`config.mk`:
```
export PLATFORM = sky130hd
export DESIGN_NAME = imm_gen_pipe
export DESIGN_NICKNAME = d
export VERILOG_FILES = /design/src/rtl/imm_gen_pipe_pkg.sv /design/src/rtl/imm_decode_comb.sv /design/src/rtl/imm_gen_pipe.sv
export SDC_FILE = /design/constraint.sdc
export NUM_CORES = 1
export LEC_CHECK = 0
export CORE_UTILIZATION = 43
export DETAILED_ROUTE_END_ITERATION = 10
export DONT_BUFFER_PORTS = 1
export GPL_ROUTABILITY_DRIVEN = 0
export PLACE_DENSITY = 0.57
export SYNTH_ARGS = -nofsm -noshare
export SYNTH_HDL_FRONTEND = slang
export SYNTH_SLANG_ARGS = --single-unit
```
`constraint.sdc`:
```
create_clock -name i_clk -period 5.1 [get_ports i_clk]
set_input_delay 1.02 -clock i_clk [delete_from_list [all_inputs] [get_ports i_clk]]
set_output_delay 1.02 -clock i_clk [all_outputs]
set_load 0.05 [all_outputs]
```
`src/rtl/imm_gen_pipe_pkg.sv`:
```
// Shared types and opcode constants for the registered immediate generator.
// Build option: define IMM_CSR_ZIMM_EN to decode CSR immediate (zimm) forms.
package imm_gen_pipe_pkg;

    localparam int INSTR_W = 32;

    typedef logic [INSTR_W-1:0] data_t;

    typedef enum logic [2:0] {
        IMM_NONE = 3'd0,
        IMM_I    = 3'd1,
        IMM_S    = 3'd2,
        IMM_B    = 3'd3,
        IMM_U    = 3'd4,
        IMM_J    = 3'd5,
        IMM_ZIMM = 3'd6
    } imm_type_e;

    typedef enum logic [1:0] {
        ST_EMPTY = 2'd0,
        ST_ONE   = 2'd1,
        ST_TWO   = 2'd2
    } skid_state_e;

    localparam logic [6:0] OP_I_TYPE   = 7'b0010011;
    localparam logic [6:0] OP_I_L_TYPE = 7'b0000011;
    localparam logic [6:0] OP_JALR     = 7'b1100111;
    localparam logic [6:0] OP_S_TYPE   = 7'b0100011;
    localparam logic [6:0] OP_B_TYPE   = 7'b1100011;
    localparam logic [6:0] OP_LUI      = 7'b0110111;
    localparam logic [6:0] OP_AUIPC    = 7'b0010111;
    localparam logic [6:0] OP_JAL      = 7'b1101111;
    localparam logic [6:0] OP_SYSTEM   = 7'b1110011;

endpackage

```
`src/rtl/imm_decode_comb.sv`:
```
// Pure combinational RV immediate decode: instruction -> {XLEN-bit immediate, format}.
// Build option: IMM_CSR_ZIMM_EN enables the zimm decode of CSRR*I instructions.
module imm_decode_comb
    import imm_gen_pipe_pkg::*;
#(
    parameter int XLEN = 32
) (
    input  data_t            i_instr,
    output logic [XLEN-1:0]  o_imm,
    output imm_type_e        o_type
);

    logic [31:0] val32;

    // NOTE: every output of a combinational block gets a default first, otherwise a latch is inferred.
    always_comb begin
        val32  = '0;
        o_type = IMM_NONE;
        case (i_instr[6:0])
            OP_I_TYPE, OP_I_L_TYPE, OP_JALR: begin
                val32  = {{20{i_instr[31]}}, i_instr[31:20]};
                o_type = IMM_I;
            end
            OP_S_TYPE: begin
                val32  = {{20{i_instr[31]}}, i_instr[31:25], i_instr[11:7]};
                o_type = IMM_S;
            end
            OP_B_TYPE: begin
                val32  = {{19{i_instr[31]}}, i_instr[31], i_instr[7],
                          i_instr[30:25], i_instr[11:8], 1'b0};
                o_type = IMM_B;
            end
            OP_LUI, OP_AUIPC: begin
                val32  = {i_instr[31:12], 12'b0};
                o_type = IMM_U;
            end
            OP_JAL: begin
                val32  = {{11{i_instr[31]}}, i_instr[31], i_instr[19:12],
                          i_instr[20], i_instr[30:21], 1'b0};
                o_type = IMM_J;
            end
`ifdef IMM_CSR_ZIMM_EN
            OP_SYSTEM: begin
                if (i_instr[14]) begin
                    val32  = {27'b0, i_instr[19:15]};
                    o_type = IMM_ZIMM;
                end
            end
`endif
            default: ;
        endcase
    end

    // Bit 31 of every 32-bit form already equals the required extension bit, zimm included.
    assign o_imm = XLEN'($signed(val32));

endmodule

```
`src/rtl/imm_gen_pipe.sv`:
```
// Registered immediate generator with a 2-entry skid buffer and synchronous flush.
// Build option: IMM_CSR_ZIMM_EN (passed through to imm_decode_comb).
module imm_gen_pipe
    import imm_gen_pipe_pkg::*;
#(
    parameter int XLEN = 32,
    parameter int SB_W = 32
) (
    input  logic             i_clk,
    input  logic             i_rstn,
    input  logic             i_flush,
    input  logic             i_valid,
    output logic             o_ready,
    input  data_t            i_Instruction,
    input  logic [SB_W-1:0]  i_Sideband,
    output logic             o_valid,
    input  logic             i_ready,
    output logic [XLEN-1:0]  o_ExtendedImmediate,
    output imm_type_e        o_ImmType,
    output logic [SB_W-1:0]  o_Sideband
);

    logic [XLEN-1:0] dec_imm;
    imm_type_e       dec_type;

    imm_decode_comb #(.XLEN(XLEN)) u_decode (
        .i_instr (i_Instruction),
        .o_imm   (dec_imm),
        .o_type  (dec_type)
    );

    skid_state_e     state_q, state_d;
    logic [XLEN-1:0] out_imm_q, out_imm_d, skid_imm_q, skid_imm_d;
    imm_type_e       out_type_q, out_type_d, skid_type_q, skid_type_d;
    logic [SB_W-1:0] out_sb_q, out_sb_d, skid_sb_q, skid_sb_d;

    logic accept, drain;

    // Ready depends only on the held state (and reset), never on i_ready.
    assign o_ready = i_rstn & (state_q != ST_TWO);
    assign o_valid = (state_q != ST_EMPTY);
    assign accept  = i_valid & o_ready;
    assign drain   = o_valid & i_ready;

    always_comb begin
        state_d     = state_q;
        out_imm_d   = out_imm_q;
        out_type_d  = out_type_q;
        out_sb_d    = out_sb_q;
        skid_imm_d  = skid_imm_q;
        skid_type_d = skid_type_q;
        skid_sb_d   = skid_sb_q;
        if (i_flush) begin
            state_d = ST_EMPTY;
        end else begin
            case (state_q)
                ST_EMPTY: begin
                    if (accept) begin
                        out_imm_d  = dec_imm;
                        out_type_d = dec_type;
                        out_sb_d   = i_Sideband;
                        state_d    = ST_ONE;
                    end
                end
                ST_ONE: begin
                    if (accept && drain) begin
                        out_imm_d  = dec_imm;
                        out_type_d = dec_type;
                        out_sb_d   = i_Sideband;
                    end else if (accept) begin
                        skid_imm_d  = dec_imm;
                        skid_type_d = dec_type;
                        skid_sb_d   = i_Sideband;
                        state_d     = ST_TWO;
                    end else if (drain) begin
                        state_d = ST_EMPTY;
                    end
                end
                ST_TWO: begin
                    // o_ready is low here, so the only move is skid -> output.
                    if (drain) begin
                        out_imm_d  = skid_imm_q;
                        out_type_d = skid_type_q;
                        out_sb_d   = skid_sb_q;
                        state_d    = ST_ONE;
                    end
                end
                default: state_d = ST_EMPTY;
            endcase
        end
    end

    // NOTE: the payload registers are cleared too, so outputs read as zero straight out of reset.
    always_ff @(posedge i_clk) begin
        if (!i_rstn) begin
            state_q     <= ST_EMPTY;
            out_imm_q   <= '0;
            out_type_q  <= IMM_NONE;
            out_sb_q    <= '0;
            skid_imm_q  <= '0;
            skid_type_q <= IMM_NONE;
            skid_sb_q   <= '0;
        end else begin
            state_q     <= state_d;
            out_imm_q   <= out_imm_d;
            out_type_q  <= out_type_d;
            out_sb_q    <= out_sb_d;
            skid_imm_q  <= skid_imm_d;
            skid_type_q <= skid_type_d;
            skid_sb_q   <= skid_sb_d;
        end
    end

    assign o_ExtendedImmediate = out_imm_q;
    assign o_ImmType           = out_type_q;
    assign o_Sideband          = out_sb_q;

endmodule

```
==> results.toml, run 1 <==
[outcome]
status = "complete, no violations"

[route]
drt_wl_total_um = 16300
avgRoutedWirePerCell_um = 18.9
drc = 0
drt_iter0_drc = 361
viasPerCell = 5.94
drtPass1Iterations = 7
dr_total_vias = 5123
drtAntennaViolNets = 0

[setup_path]
critPathRequiredTime_ns = 4.08
critPathKind = "flop to primary output"
setup.worst_path.end_class = "primary output"
worstPathArrival_ns = 2.10
start_kind = "flop"
critPathMaxFanout = 59

[finish]
fin_nets = 742
drive_above_1_share = 0.0831
diodes = 0
areaGrowthSynthToFinish_pct = 9.84

[timing]
hold_viol = 0
slew_violations = 0
finClkSkew_ns = 0.00803
fmax_mhz = 321
post-route-period-util = 0.611
fin_crit_ns = 3.12
tns_ns = 0
worstMarginPinSlew_ns = 1.05
fin_ws_ns = 1.98
setup_viol = 0
slew_headroom = 0.299
rsz0062_at_grt = "false"

[grt]
grt_usage = 0.238
grt_max_degree = 92
antenna_found_initial = 0
grt.overflow.total = 0
grt_pass1_vias = 5005
grt_pass1_wl_um = 26400

[clock_network]
cts_htree_levels = 4
numCtsBuffers = 17
tritoncts = "built"
clockRootBuffer = "clkbuf_16"
cts_resized = 0
hold_buffers = 0
path_clk_slew_ns = 0.05
clock_path_buffers = 2
clock_latency_ns = 0.41
cts_num_sinks = 136
cts_setup_buffers = 0

[synth]
synth_edf_count = 0
synth_top_cell_by_area = "dfxtp_1"
syn_inst = 717
yosys-top-cells-area = "dfxtp_1, nand2_1, a21oi_1, a311oi_1, o21ai_0"
synth_nets = 786
async_flop_share = 0
avgSynthCellArea_um2 = 8.12
synth-seq-area-share = 0.468
ys_ff_latch = 136
synthesis.area_um2 = 5820
synth_ff_type = "dfxtp_1"
yosysTopAreaCellShare = 0.468
synth_warnings = 0
synth_cell_type_count = 49

[floorplan]
coreArea_um2 = 13200
fp.dieW_um = 118
fp.dieH_um = 118
die-area_um2 = 14000
start_util = 0.440
ios = 138
num_rows = 42

[placed_design]
dp_slack_ns = 1.78
detailed_place_hpwl_um = 10200
port_buffers = 0

[pwr]
swShare = 0.248
total_power_mw = 2.55
leakage_nw = 2.05
comb_power_share = 0.050
ir_drop_uv = 239
clkPwrFrac = 0.479
power_frac_seq = 0.471
power.density_nw_per_um2 = 399
intPower_mw = 1.92
power.switching_mw = 0.633

[flow_run]
max_cap_viol_count = 0

[hold_path]
min_path_type = "flop to flop"
-- metrics by stage --
| step | cell area (um2) | utilization | cells | hold slack (ns) |
|---|---|---|---|---|
| floorplan | 5820 | - | 717 | 0.432 |
| global placement | 5800 | 0.438 | 830 | 0.440 |
| detailed placement | 5800 | 0.438 | 830 | 0.447 |
| CTS | 6400 | 0.483 | 862 | 0.453 |
| global route | 6400 | 0.483 | 862 | 0.469 |
| finish | 6400 | 0.483 | 862 | 0.452 |
-- sequential cells by signal, indices dropped and copies added, names as in the netlist --
name / flops
o_ImmType: 3
skid_sb_q: 32
state_q: 2
o_Sideband: 32
skid_imm_q: 32
o_ExtendedImmediate: 32
skid_type_q: 3
-- final cells by class --
cell class	count	area, um2
repair buffers	7	52.6
inverters	6	22.5
flip-flops and latches	136	2720
clock inverters	7	90.1
clock buffers	25	505
fillers	1327	6850
multi-input cells	505	2780
well taps	176	220
-- routing by layer --
layer / up-vias / GRT usage / share of wire
met3: 22 / 0.0782 / 0.073
met5: - / 0 / 0
li1: 2498 / - / -
met1: 2422 / 0.300 / 0.45
met2: 181 / 0.376 / 0.47
met4: 0 / 0.0957 / 0.016
-- final timing paths --
check | from | to | slack (ns) | depth (start not counted)
hold / removal | skid_imm_q[6] | skid_imm_q[6] | 0.45 | 2
hold reg to reg | skid_imm_q[6] | skid_imm_q[6] | 0.45 | 2
setup reg to reg | state_q[0] | skid_imm_q[23] | 2.25 | 4
setup / recovery | state_q[1] | o_ready | 1.98 | 3
-- critical path, stage by stage (launching register included) --
cell and delay (ns):
dfxtp_1 0.41, nor2b_4 0.17, buf_4 0.32, nor2_1 0.77
-- Yosys cell counts (2+ instances only) --
library cell and instances:
or2_2 2, inv_1 5, o21ai_0 39, o31ai_1 2, nand2_1 180, buf_6 3
a22oi_1 5, o221ai_1 4, and3_1 4, nand2b_1 3, clkbuf_1 39, o211ai_1 8
nor2_1 4, buf_2 27, o32ai_1 2, nor3_1 2, dfxtp_1 136, nand4_1 2
a211oi_1 12, nand3_1 27, nor2b_1 4, a311oi_1 48, a21oi_1 132, o22ai_1 2
-- cells in the final DEF, fill, tap and decap left out, types with 3 or more instances in the layout --
cell type / instances
clkbuf_1: 3
nor2b_1: 3
clkbuf_8: 5
a311oi_1: 48
nor2_1: 3
inv_1: 4
dfxtp_1: 136
nand3_1: 27
a21oi_1: 132
clkbuf_16: 17
buf_4: 7
a22oi_1: 5
o21ai_0: 39
a211oi_1: 12
clkinv_2: 3
o221ai_1: 4
and3_1: 4
nand2_1: 179
o211ai_1: 8
-- logic make-up (layout without fill, tap and decap cells) --
kind of cell	Yosys count	in the layout	synth area share
and+or+nand+nor	240	240	0.182
buffers and inverters	76	45	0.0593
DFF	136	136	0.468
muxes	2	2	0.00365
AOI/OAI and AO/OA	263	263	0.288
-- power by group through the flow --
| stage | registers [mW] | logic [mW] | clock network (mW) |
|---|---|---|---|
| 2_1_floorplan | 1.22 | 0.113 | 0 |
| 3_5_place_dp | 1.23 | 0.127 | 0 |
| 5_1_grt | 1.21 | 0.141 | 1.29 |
| 4_1_cts | 1.20 | 0.127 | 1.25 |
| 3_3_place_gp | 1.23 | 0.124 | 0 |
| 6_report | 1.20 | 0.127 | 1.22 |
Note: power is estimated with default switching activity, not from simulation.
==> inputs of run 2 (changes only) <==
Settings changed: PLACE_DENSITY 0.57 to 0.59.
Clock period 5.1 ns to 2.8 ns, I/O delays scaled along.
==> run 2 against run 1 <==
  * Combinational power increased by 88%
  * Power increased by 88%
  * Via count increased by 1.9%
  * Clock skew increased by 0.0028 ns
  * Hold slack got worse by 0.22 ns
  * Global-route usage increased by 0.11 points
  * Setup slack got worse by 1.5 ns
  * Design area increased by 2.2%
  * Sequential cell count unchanged
  * Cell count increased by 1.3%
  * Register-to-register slack got worse by 1.7 ns
  * Highest routed layer unchanged
  * Wire length increased by 1.8%
==> results.toml, run 2 (synthesized netlist as in run 1, its figures left out) <==
[pwr]
total_power_mw = 4.81
power.density_nw_per_um2 = 736
leakage_nw = 2.13
ir_drop_uv = 458

[route]
avgRoutedWirePerCell_um = 19.0
drt_wl_total_um = 16600
drtAntennaViolNets = 0
dr_total_vias = 5220
drc = 0
viasPerCell = 5.98
drt_iter0_drc = 393
drtPass1Iterations = 5

[timing]
finClkSkew_ns = 0.0108
slew_violations = 0
fmax_mhz = 430
fin_ws_ns = 0.476
hold_viol = 0
slew_headroom = 0.332
fin_crit_ns = 2.32
post-route-period-util = 0.830
tns_ns = 0
hold_slack_ns = 0.231
rsz0062_at_grt = "false"
setup_viol = 0
worstMarginPinSlew_ns = 0.999

[floorplan]
start_util = 0.440
ios = 138
fp.dieH_um = 118
fp.dieW_um = 118
coreArea_um2 = 13200
num_rows = 42
die-area_um2 = 14000

[setup_path]
critPathRequiredTime_ns = 2.24
r2r_cells = 4
r2r_end = "o_Sideband[20]"
reg2reg_slack_ns = 0.54
worstPathArrival_ns = 1.76
critPathMaxFanout = 23
start_kind = "flop"
critPathKind = "flop to primary output"
reg2reg_from = "state_q[1]"
setup.worst_path.end_class = "primary output"

[flow_run]
max_cap_viol_count = 0

[placed_design]
detailed_place_hpwl_um = 10600
place_area_um2 = 5900
dp_slack_ns = 0.522
port_buffers = 0

[grt]
antenna_found_initial = 0
grt_pass1_wl_um = 26300
grt_usage = 0.239
grt_pass1_vias = 4845
grt_max_degree = 56
grt.overflow.total = 0

[clock_network]
cts_num_sinks = 136
path_clk_slew_ns = 0.05
hold_buffers = 0
numCtsBuffers = 17
cts_resized = 0
clockRootBuffer = "clkbuf_16"
tritoncts = "built"
clock_latency_ns = 0.42
cts_setup_buffers = 0
cts_htree_levels = 4
clock_path_buffers = 2

[hold_path]
min_path_type = "primary input to flop"
min_to = "state_q[1]"
min-delay-start = "i_ready"
whs_path_depth = 1

[finish]
drive_above_1_share = 0.0990
areaGrowthSynthToFinish_pct = 12.2
final_common_cell = "nand2_1"
layout_common_cells = "nand2_1, dfxtp_1, a21oi_1"
diodes = 0
fin_nets = 754
fillCellCount = 1288
final_area_um2 = 6530
regArea_um2 = 2720
multiInputGateArea_um2 = 2780

[outcome]
status = "complete, no violations"
-- run 2: cell types whose count changed in the layout (fill, tap and decap cells not counted) --
cell	previous run	this run
clkinvlp_4	2	1
buf_4	7	18
clkbuf_1	3	2
bufinv_16	2	4
buf_12	0	1
clkbuf_8	5	4
-- run 2: area by class of cell --
cell class,count,area share
sequential,136,0.417
multi-input combinational,505,0.426
timing repair buffer,19,0.0237
inverter,6,0.00345
clock buffer,23,0.0747
clock inverter,8,0.0218
tap,176,0.0337
-- run 2: worst max path at each step --
stage	startpoint	end	slack (ns)	depth (start not counted)
global route	state_q[1]	o_ExtendedImmediate[9]	0.33	4
CTS	state_q[1]	o_ready	0.44	4
finish	state_q[1]	o_ready	0.48	4
detailed placement	state_q[1]	o_Sideband[6]	0.52	4
global placement	i_ready	o_Sideband[0]	0.63	4
floorplan	i_rstn	o_ready	0.42	5
-- run 2: report_power, final --
part,internal (mW),total (mW),switching [mW]
Clock,1.57,2.38,0.802
Combinational,0.0875,0.239,0.152
Sequential,1.99,2.19,0.202
Total,3.65,4.81,1.16
-- run 2: stage by stage --
stage	instances	util
CTS	873	0.493
global placement	842	0.446
floorplan	717	-
detailed placement	842	0.446
global route	873	0.493
finish	873	0.493
-- run 2: layer usage --
| metal | track usage | routed length (um) |
|---|---|---|
| met5 | 0 | 0 |
| met4 | 0.0862 | 256 |
| met3 | 0.0999 | 1680 |
| met2 | 0.374 | 7730 |
| met1 | 0.294 | 6930 |
-- run 2: worst max-delay path, stage by stage (launching register included) --
cell	delay, ns
dfxtp_1	0.54
nor2b_4	0.24
buf_4	0.28
nor2_1	0.08
buf_4	0.20
==> inputs of run 3 (changes only) <==
Settings changed: PLACE_DENSITY 0.59 to 0.57.
Clock period 2.8 ns to 2.23 ns, I/O delays scaled along.
==> run 3 against run 2 <==
  * Global-route usage shrank 0.66 points
  * Non-clock buffer count grew 3
  * Utilization grew 0.37 points
  * Sequential share of layout area fell by 0.31 points
  * Power rose by 23%
  * Design area is 0.75% higher
  * Setup slack worse by 0.26 ns
==> results.toml, run 3 (synthesized netlist as in run 1, its figures left out) <==
[clock_network]
clockRootBuffer = "clkbuf_16"
tritoncts = "built"
cts_num_sinks = 136
cts_htree_levels = 4
clock_path_buffers = 2
numCtsBuffers = 17
clock_latency_ns = 0.41
path_clk_slew_ns = 0.06

[grt]
grt.overflow.total = 0
grt_usage = 0.233
antenna_found_initial = 0
grt_max_degree = 92
grt_pass1_wl_um = 25800
grt_pass1_vias = 4836

[placed_design]
detailed_place_hpwl_um = 10400
port_buffers = 0

[setup_path]
worstPathArrival_ns = 1.57
start_kind = "flop"
setup.worst_path.end_class = "primary output"
critPathRequiredTime_ns = 1.78
critPathKind = "flop to primary output"
critPathMaxFanout = 9

[floorplan]
num_rows = 42
fp.dieW_um = 118
die-area_um2 = 14000
ios = 138
start_util = 0.440
fp.dieH_um = 118
coreArea_um2 = 13200

[finish]
fin_nets = 758
drive_above_1_share = 0.105
diodes = 0
final_core_util = 0.497
areaGrowthSynthToFinish_pct = 13.0
layout_common_cells = "nand2_1, dfxtp_1, a21oi_1"
final_common_cell = "nand2_1"

[pwr]
leakage_nw = 2.16
swShare = 0.243
power.switching_mw = 1.44
power_frac_seq = 0.465
power.density_nw_per_um2 = 899
comb_power_share = 0.053
ir_drop_uv = 535
intPower_mw = 4.48
clkPwrFrac = 0.483

[flow_run]
max_cap_viol_count = 0

[timing]
post-route-period-util = 0.903
rsz0062_at_grt = "false"
slew_violations = 0
fmax_mhz = 496
hold_viol = 0
worstMarginPinSlew_ns = 0.701
tns_ns = 0
fin_crit_ns = 2.01
hold_slack_ns = 0.106
setup_viol = 0
slew_headroom = 0.532
finClkSkew_ns = 0.00614

[route]
viasPerCell = 5.90
drt_iter0_drc = 355
avgRoutedWirePerCell_um = 18.4
drc = 0
drt_wl_total_um = 16200
drtPass1Iterations = 7
drtAntennaViolNets = 0
dr_total_vias = 5182

[hold_path]
min_path_type = "primary input to flop"

[outcome]
status = "complete, no violations"
-- run 3: per-layer routing --
metal	vias to the layer above	track usage	wire (um)
met5	-	0	0
met4	0	0.0862	249
met3	19	0.0772	1350
met2	181	0.363	7510
met1	2448	0.298	7040
li1	2534	-	-
-- run 3: power by group through the flow --
stage          sequential (mW)  combinational [mW]  clock, mW
2_1_floorplan             2.79               0.259          0
3_3_place_gp              2.80               0.300          0
3_5_place_dp              2.80               0.308          0
4_1_cts                   2.75               0.309       2.91
5_1_grt                   2.76               0.345       3.03
6_report                  2.75               0.311       2.86
-- run 3: worst max-delay path, cell delays in order, from the launching register on --
cell     delay, ns
dfxtp_1       0.52
nor2b_4       0.34
nor2_1        0.09
buf_4         0.20
-- run 3: layout make-up --
type                       count  area, um2
multi-input combinational    506       2790
sequential                   136       2720
tap                          176        220
timing repair buffer          22        215
clock inverter                 9        120
inverter                       6       22.5
fill                        1303       6660
clock buffer                  23        488
-- run 3: final timing paths --
kind / depth (start not counted) / start / to / slack, ns
worst max-delay path: 3 / state_q[1] / o_ready / 0.22
worst min-delay path: 1 / i_ready / state_q[1] / 0.11
worst max register to register: 5 / state_q[0] / o_ExtendedImmediate[18] / 0.23
worst min register to register: 2 / skid_imm_q[5] / skid_imm_q[5] / 0.45
-- run 3: timing repair --
action | 4_1_cts | 5_1_grt
endpoints found under the setup margin | 0 | 2
buffers inserted | 0 | 0
hold buffers | 0 | 0
gates resized for setup | 0 | 1
-- run 3: per-stage QoR --
stage / cell area, um2 / worst slack, ns / instances / power [mW]
floorplan: 5820 / 0.0786 / 717 / 3.05
global placement: 5960 / 0.170 / 845 / 3.10
detailed placement: 5960 / 0.0765 / 845 / 3.11
CTS: 6570 / 0.123 / 877 / 5.97
global route: 6580 / 0.109 / 878 / 6.13
finish: 6580 / 0.215 / 878 / 5.92
